`src/rtl/bin2bcd_sequencer_if.sv`:
```
// Handshake bundle for bin2bcd_sequencer.
//   master: the binary producer and BCD consumer side (drives in_valid, bin_in, out_ready)
//   slave : the converter (drives in_ready, out_valid, bcd_out, busy)
interface bin2bcd_sequencer_if #(
  parameter int unsigned WIDTH  = 8,
  parameter int unsigned DIGITS = 3
);
  logic                  in_valid;
  logic                  in_ready;
  logic [WIDTH-1:0]      bin_in;
  logic                  out_valid;
  logic                  out_ready;
  logic [4*DIGITS-1:0]   bcd_out;
  logic                  busy;

  modport master (
    output in_valid, bin_in, out_ready,
    input  in_ready, out_valid, bcd_out, busy
  );

  modport slave (
    input  in_valid, bin_in, out_ready,
    output in_ready, out_valid, bcd_out, busy
  );
endinterface

```
`src/rtl/bin2bcd_sequencer.sv`:
```
// Serial double-dabble converter: accepts one unsigned WIDTH-bit word, runs
// WIDTH adjust/shift iterations, then presents DIGITS packed BCD digits.
// Ports:
//   clk  - rising-edge clock
//   rstn - asynchronous active-low reset
//   bus  - slave side of bin2bcd_sequencer_if
//          in_valid/in_ready/bin_in    : input word handshake (ready only in IDLE)
//          out_valid/out_ready/bcd_out : result handshake (valid only in DONE)
//          busy                        : conversion in progress
module bin2bcd_sequencer #(
  parameter int unsigned WIDTH  = 8,
  parameter int unsigned DIGITS = 3
) (
  input  logic                  clk,
  input  logic                  rstn,
  bin2bcd_sequencer_if.slave    bus
);

  localparam int unsigned BCD_W = 4 * DIGITS;
  localparam int unsigned CNT_W = (WIDTH > 1) ? $clog2(WIDTH) : 1;

  typedef enum logic [1:0] {
    IDLE   = 2'd0,
    ADJUST = 2'd1,
    SHIFT  = 2'd2,
    DONE   = 2'd3
  } state_t;

  state_t             state;
  logic [WIDTH-1:0]   bin_sr;
  logic [BCD_W-1:0]   bcd_sr;
  logic [BCD_W-1:0]   bcd_adj;
  logic [CNT_W-1:0]   cnt;
  logic               in_ready_q;
  logic               out_valid_q;
  logic               busy_q;

  // Add-3 correction, every nibble from its pre-adjust value; max result 12 so no carry.
  always_comb begin
    bcd_adj = bcd_sr;
    for (int d = 0; d < int'(DIGITS); d++) begin
      if (bcd_sr[4*d +: 4] >= 4'd5) begin
        bcd_adj[4*d +: 4] = bcd_sr[4*d +: 4] + 4'd3;
      end
    end
  end

  // Sequencer: state, datapath registers and registered handshake outputs.
  always_ff @(posedge clk or negedge rstn) begin
    if (!rstn) begin
      state       <= IDLE;
      bin_sr      <= '0;
      bcd_sr      <= '0;
      cnt         <= '0;
      in_ready_q  <= 1'b1;
      out_valid_q <= 1'b0;
      busy_q      <= 1'b0;
    end else begin
      case (state)
        IDLE: begin
          // bcd_sr keeps the previous result until a new word arrives.
          if (bus.in_valid) begin
            bin_sr     <= bus.bin_in;
            bcd_sr     <= '0;
            cnt        <= '0;
            in_ready_q <= 1'b0;
            busy_q     <= 1'b1;
            state      <= ADJUST;
          end
        end

        ADJUST: begin
          bcd_sr <= bcd_adj;
          state  <= SHIFT;
        end

        SHIFT: begin
          // {bcd_sr, bin_sr} shifts left as one long register.
          bcd_sr <= {bcd_sr[BCD_W-2:0], bin_sr[WIDTH-1]};
          bin_sr <= {bin_sr[WIDTH-2:0], 1'b0};
          if (cnt == CNT_W'(WIDTH - 1)) begin
            busy_q      <= 1'b0;
            out_valid_q <= 1'b1;
            state       <= DONE;
          end else begin
            cnt   <= cnt + CNT_W'(1);
            state <= ADJUST;
          end
        end

        DONE: begin
          // No accept on the handover edge; in_ready rises for the next cycle.
          if (bus.out_ready) begin
            out_valid_q <= 1'b0;
            in_ready_q  <= 1'b1;
            state       <= IDLE;
          end
        end

        default: begin
          state <= IDLE;
        end
      endcase
    end
  end

  assign bus.in_ready  = in_ready_q;
  assign bus.out_valid = out_valid_q;
  assign bus.busy      = busy_q;
  assign bus.bcd_out   = bcd_sr;

  // Every output digit must be a legal decimal digit.
  logic digits_legal;
  always_comb begin
    digits_legal = 1'b1;
    for (int d = 0; d < int'(DIGITS); d++) begin
      if (bcd_sr[4*d +: 4] > 4'd9) begin
        digits_legal = 1'b0;
      end
    end
  end

  a_digits_legal: assert property (@(posedge clk) disable iff (!rstn)
    out_valid_q |-> digits_legal);

  a_flags_exclusive: assert property (@(posedge clk) disable iff (!rstn)
    !(out_valid_q && (busy_q || in_ready_q)) && !(busy_q && in_ready_q));

endmodule

```
`src/flat_wrapper.sv`:
```
// flat-port wrapper written by rule: the top's interface ports become plain ports
module bin2bcd_sequencer_flat 
#(
  parameter int unsigned WIDTH  = 8,
  parameter int unsigned DIGITS = 3
)
  (clk, rstn, bus_in_valid, bus_bin_in, bus_out_ready, bus_in_ready, bus_out_valid, bus_bcd_out, bus_busy);
  bin2bcd_sequencer_if #(.WIDTH(WIDTH), .DIGITS(DIGITS)) bus_i ();
  input  logic clk;
  input  logic rstn;
  input wire logic [$bits(bus_i.in_valid)-1:0] bus_in_valid;
  input wire logic [$bits(bus_i.bin_in)-1:0] bus_bin_in;
  input wire logic [$bits(bus_i.out_ready)-1:0] bus_out_ready;
  output wire logic [$bits(bus_i.in_ready)-1:0] bus_in_ready;
  output wire logic [$bits(bus_i.out_valid)-1:0] bus_out_valid;
  output wire logic [$bits(bus_i.bcd_out)-1:0] bus_bcd_out;
  output wire logic [$bits(bus_i.busy)-1:0] bus_busy;
  assign bus_i.in_valid = bus_in_valid;
  assign bus_i.bin_in = bus_bin_in;
  assign bus_i.out_ready = bus_out_ready;
  assign bus_in_ready = bus_i.in_ready;
  assign bus_out_valid = bus_i.out_valid;
  assign bus_bcd_out = bus_i.bcd_out;
  assign bus_busy = bus_i.busy;
  bin2bcd_sequencer #(.WIDTH(WIDTH), .DIGITS(DIGITS)) u_core (.clk(clk), .rstn(rstn), .bus(bus_i));
endmodule
```
`config.mk`:
```
export PLATFORM = sky130hd
export DESIGN_NAME = bin2bcd_sequencer_flat
export DESIGN_NICKNAME = d
export VERILOG_FILES = /design/src/rtl/bin2bcd_sequencer_if.sv /design/src/rtl/bin2bcd_sequencer.sv /design/src/flat_wrapper.sv
export SDC_FILE = /design/constraint.sdc
export NUM_CORES = 1
export LEC_CHECK = 0
export BUFFER_PORTS_ARGS = -buffer_cell sky130_fd_sc_hd__buf_2
export CAP_MARGIN = 20
export CORE_ASPECT_RATIO = 1.1
export CORE_MARGIN = 10
export CORE_UTILIZATION = 30
export CTS_BUF_LIST = sky130_fd_sc_hd__clkbuf_8
export DETAILED_ROUTE_END_ITERATION = 10
export PLACE_DENSITY = 0.51
export SETUP_SLACK_MARGIN = 0.02
export SLEW_MARGIN = 20
export SYNTH_ARGS = -nofsm -noshare
export SYNTH_HDL_FRONTEND = slang
export SYNTH_SLANG_ARGS = --single-unit
```
`constraint.sdc`:
```
create_clock -name clk -period 3.36 [get_ports clk]
set_input_delay 0.336 -clock clk [delete_from_list [all_inputs] [get_ports clk]]
set_output_delay 0.336 -clock clk [all_outputs]
set_load 0.02 [all_outputs]
```
[After elaboration in Yosys (flattened, before gate mapping)]
Index checks and enable logic that the tools add are counted.
Operators by class
  add/sub/neg operators: 4
  order comparisons: 3
  equality and inequality tests: 11
  mux-type cells: 23
  reduce and logical (&&, ||, !) cells: 14
Operators by type and width (count)
  case mux 12 bit (3 select lines): 1
  AND reduction 3 bit: 7
  case mux 8 bit (2 select lines): 1
  adder 4 x 2 -> 4 bit, second input constant: 3
  >= comparator 4 x 3 -> 1 bit, second input constant: 3
  two-way mux 12 bit: 1
  two-way mux 4 bit: 3
  two-way mux 8 bit: 1
  != test 2 x 1 -> 1 bit, second input constant: 4
  case mux 2 bit (4 select lines): 1
  two-way mux 1 bit: 6
  two-way mux 2 bit: 3
  two-way mux 3 bit: 2
  != test 2 bit, second input constant: 3
  case mux 1 bit (2 select lines): 3
  case mux 3 bit (2 select lines): 1
  nonzero test 2 bit: 3
  equality test 2 bit, second input constant: 2
  AND reduction 2 bit: 2
  adder 3 x 1 -> 3 bit, second input constant: 1
  equality test 3 bit, second input constant: 1
  nonzero test 3 bit: 1
  equality test 2 x 1 -> 1 bit, second input constant: 1
  logical NOT 2 bit: 1
Storage, ports and cells
  register bits after elaboration: 28
  input bits: 12
  output and inout port bits: 15
  logic and storage cells: 64

[Longest topological paths before layout]
  word-level depth: 3
  gate-level depth with buffers: 8
  mapped depth without buffers: 6

[Least setup slack after synthesis]
OpenSTA, ideal clock, no wires.
  kind: register to register
  start point: reg u_core.state[0]
  end point: reg u_core.bcd_sr[8] (netlist: u_core.bus.bcd_out[8])
  setup time: 0.125 ns
  arrival: 1.632 ns
  data required time: 3.235 ns
  path slack: 1.603 ns
  stages on the path, launching flop included: 8
  buffers on the path: 1
  period minus slack after synthesis: 1.757 ns
  cells stage by stage: dfrtp_1 inv_1 ha_1 nor2b_4 a21o_1 buf_6 a31oi_4 mux2_4
Between the ends
  longest elaborated chain between the ends: 3
  elaborated cells on any way between the ends: 8
  those cells by class: eq/ne (4); mux (1); reduce/logical (3)
RTL lines
  start: declaration: line bin2bcd_sequencer.sv:29  | state_t state;
  start signal: assignment: line bin2bcd_sequencer.sv:51  | state <= IDLE;
  start signal: assignment: line bin2bcd_sequencer.sv:68  | state <= ADJUST;
  start signal: assignment: line bin2bcd_sequencer.sv:74  | state <= SHIFT;
  equality test 2 x 1 -> 1 bit, or another cell as far along: line bin2bcd_sequencer.sv:59  | case (state)
  != test 2 x 1 -> 1 bit (no line), or another cell as far along
  AND reduction 3 bit (no line)
  end signal: assignment: line bin2bcd_sequencer.sv:73  | bcd_sr <= bcd_adj;
  end signal: assignment: line bin2bcd_sequencer.sv:79  | bcd_sr <= {bcd_sr[BCD_W-2:0], bin_sr[WIDTH-1]};
  end: declaration: line bin2bcd_sequencer.sv:31  | logic [BCD_W-1:0] bcd_sr;
Parallel ways exist; a longest one is shown, timed or not.
A chain may end at the register's enable or synchronous reset.

[Worst setup path in the final report]
  start point: reg u_core.state[0]
  end point: reg u_core.bcd_sr[6] (netlist: u_core.bus.bcd_out[6])
The elaborated chain is that of the path after synthesis.

==> results.py <==
metrics = {
    "place": {
        "pre_cts_slack_ns": 1.104,
        "port_buffers": 26,
        "globalplace.congestion": 0.7613,
        "place_hpwl_um": 2954,
    },
    "sta": {
        "relSlewSlack": 0.5695,
        "setup_tns_ns": 0,
        "hold-worst-slack_ns": 0.06543,
        "rsz_0062_raised_after_global_routing": "no",
        "fin_worst_skew_ns": 0.005323,
        "slew_viol_final": 0,
        "finalHoldViolations": 0,
        "setup_ws_ns": 1.101,
        "finalCriticalPeriod_ns": 2.259,
        "max_freq_ghz": 0.4426,
        "share_of_the_cycle_needed_by_the_critical_path_after_routing": 0.6724,
        "worstMarginPinSlew_ns": 0.6458,
        "setup_viol_count_final": 0,
    },
    "finish": {
        "fraction_of_final_layout_cells_sized_beyond_drive_strength_1": 0.1835,
        "area.growth.synth_to_final_pct": 13.10,
        "inserted_diodes": 0,
        "num-nets-final": 243,
        "finish.utilization": 0.3534,
    },
    "hold_path": {
        "min-delay-path-class": "in -> async",
    },
    "routing": {
        "drcViolationCount": 0,
        "wire_per_inst_um": 14.28,
        "num_vias": 1518,
        "dr.first_iter.drc_count": 59,
        "routed_wl_um": 4213,
        "final_antenna_net_count": 0,
        "drt-vias-per-instance": 5.146,
        "first_pass_iters": 4,
    },
    "pwr": {
        "power_mw": 1.858,
        "cellLeakagePower_nw": 0.9207,
        "powerDensity_mw_per_mm2": 905.3,
        "max_vdd_drop_v": 0.0002872,
    },
    "yosys": {
        "yosys_warnings": 0,
        "postSynthCellCount": 198,
        "number_of_distinct_library_cells_after_synthesis": 38,
        "yosys_register_bits": 28,
        "synth.yosys.seq_area_share": 0.3869,
        "mappedNetlistNets": 222,
        "syn-cell-area_sq_mm": 0.001814,
        "synth_area_per_cell_sq_um": 9.163,
    },
    "worst_setup_path": {
        "path_class": "reg -> reg",
        "reg2reg_depth": 7,
        "critPathRequiredTime_ns": 3.53,
        "max_fanout_on_critical_path": 24,
        "setup.worst_path.start_class": "flip-flop",
        "worstSetupEndpointType": "flip-flop",
        "crit_arrival_ns": 2.43,
    },
    "floorplanning": {
        "die-area_sq_mm": 0.009561,
        "rows": 29,
        "initial_core_util": 0.3125,
        "die_w_um": 94.15,
        "fp.coreArea_sq_mm": 0.005806,
        "design.portCount": 27,
        "floorplan.die.height_um": 101.6,
    },
    "clock_tree": {
        "clk_root_buffer_cell": "sky130_fd_sc_hd__clkbuf_8",
        "cts_setup_buffers": 0,
        "clock_slew_at_the_register_clock_pins_of_the_worst_setup_and_hold_paths_ns": 0.10,
        "tritoncts": "done",
        "cts.htree.levels": 1,
        "tritoncts_num_sinks": 28,
        "ctsResizeCount": 0,
        "cts-hold-fix-buffers": 0,
        "cts_max_path_buffers": 2,
        "number_of_clock_buffers_inserted_by_tritoncts": 3,
        "insertion_delay_ns": 0.28,
    },
    "grt": {
        "grt_start_max_net_pins": 32,
        "first_global_vias": 1579,
        "global_route_congestion_overflow_total": 0,
        "gr-usage-all-layers": 0.09259,
        "grt_antenna_before_repair": 0,
        "first_pass_grt_wire_length_um": 7403,
    },
    "run": {
        "count_of_maximum_capacitance_violations": 0,
    },
    "status": {
        "status": "finished, final reports clean",
    },
}
[path summary, 6_finish.rpt]
check                                start                     to  slack, ns
min                                   rstn  u_core.bus.bcd_out[9]       0.07
max in group asynchronous             rstn       u_core.bin_sr[2]       2.87
min reg2reg                u_core.bus.busy        u_core.bus.busy       0.52
max reg2reg                u_core.state[0]  u_core.bus.bcd_out[6]       1.10
min in group clk             bus_bin_in[1]       u_core.bin_sr[1]       0.36
max                        u_core.state[0]  u_core.bus.bcd_out[6]       1.10
[stage by stage]
step | cell area, sq um | std cells
floorplan | 1814 | 198
global placement | 1997 | 291
detailed placement | 1997 | 291
CTS | 2052 | 295
global route | 2052 | 295
finish | 2052 | 295
[cell families (layout without fill, tap and decap cells)]
group | Yosys count | in the layout | share of synthesized area
compound gates | 68 | 68 | 0.2469
simple gates | 50 | 50 | 0.1407
flops | 28 | 28 | 0.3869
buf+inv | 26 | 46 | 0.06138
fa+ha+maj | 12 | 12 | 0.08276
mux | 10 | 10 | 0.06207
xor+xnor | 4 | 4 | 0.01931
[cells in the mapped netlist (all sizes together)]
| master | count | share of area |
|---|---|---|
| nor2b | 10 | 0.039 |
| o41ai | 2 | 0.0097 |
| o211ai | 2 | 0.0083 |
| inv | 14 | 0.029 |
| mux2i | 6 | 0.033 |
| nand2b | 6 | 0.021 |
| and2 | 1 | 0.0035 |
| nand4 | 2 | 0.0069 |
| buf | 6 | 0.020 |
| o2bb2ai | 1 | 0.0048 |
| nand2 | 20 | 0.041 |
| o21ai | 23 | 0.063 |
| ha | 12 | 0.083 |
| mux2 | 4 | 0.029 |
| nand3b | 1 | 0.0041 |
| dfrtp | 27 | 0.37 |
| a32o | 1 | 0.0055 |
| xor2 | 3 | 0.014 |
| a21o | 1 | 0.0041 |
| a22oi | 11 | 0.046 |
| xnor2 | 1 | 0.0048 |
| a21oi | 10 | 0.028 |
| a22o | 3 | 0.014 |
| clkbuf | 6 | 0.012 |
| nand3 | 3 | 0.0083 |
| a221o | 2 | 0.011 |
| o2111ai | 2 | 0.0097 |
| a31oi | 10 | 0.043 |
| dfstp | 1 | 0.014 |
| nor2 | 7 | 0.017 |
[layer usage]
metal | part of all wire | routed length (um) | track usage
met3 | 0.064 | 271 | 0.03254
met4 | 0.0028 | 12 | 0.01754
met1 | 0.46 | 1941 | 0.1082
met5 | 0 | 0 | 0
met2 | 0.47 | 1987 | 0.1596
[worst max-delay path: stages (launching register included)]
cell                      delay (ns)
sky130_fd_sc_hd__dfrtp_1        0.44
sky130_fd_sc_hd__inv_1          0.10
sky130_fd_sc_hd__ha_1           0.15
sky130_fd_sc_hd__buf_4          0.25
sky130_fd_sc_hd__nor2b_4        0.38
sky130_fd_sc_hd__a21o_1         0.40
sky130_fd_sc_hd__nor2_2         0.11
sky130_fd_sc_hd__mux2_1         0.32
[final cells by class]
cell class	instances	area, sq um
well taps	77	96.34
repair buffers	28	145.1
inverters	14	52.55
multi-input cells	144	1001
clock buffers	4	55.05
fillers	627	3754
flip-flops and latches	28	701.9
[flip-flops by register name, summed over array words and instances, names as in the netlist]
| register | cells |
|---|---|
| u_core.bus.busy | 1 |
| u_core.bus.out_valid | 1 |
| u_core.state | 2 |
| u_core.bin_sr | 8 |
| u_core.bus.bcd_out | 12 |
| u_core.bus.in_ready | 1 |
| u_core.cnt | 3 |
[power by group]
group,total (mW),internal (mW),switching [mW]
combinational,1.06,0.410,0.647
clock,0.218,0.105,0.113
sequential,0.582,0.462,0.121
[cell usage in the layout, fill, tap and decap left out, types with 3 or more instances in the layout]
cell type,n
sky130_fd_sc_hd__dfrtp_1,27
sky130_fd_sc_hd__buf_2,26
sky130_fd_sc_hd__o21ai_0,23
sky130_fd_sc_hd__nand2_1,20
sky130_fd_sc_hd__inv_1,13
sky130_fd_sc_hd__ha_1,12
sky130_fd_sc_hd__a22oi_1,11
sky130_fd_sc_hd__a21oi_1,10
sky130_fd_sc_hd__nor2b_1,9
sky130_fd_sc_hd__a31oi_1,9
sky130_fd_sc_hd__mux2i_1,6
sky130_fd_sc_hd__nand2b_1,6
sky130_fd_sc_hd__nor2_1,5
sky130_fd_sc_hd__clkbuf_8,4
sky130_fd_sc_hd__a22o_1,3
sky130_fd_sc_hd__xor2_1,3
sky130_fd_sc_hd__nand3_1,3
No activity file was read; power rests on OpenSTA's default activity.
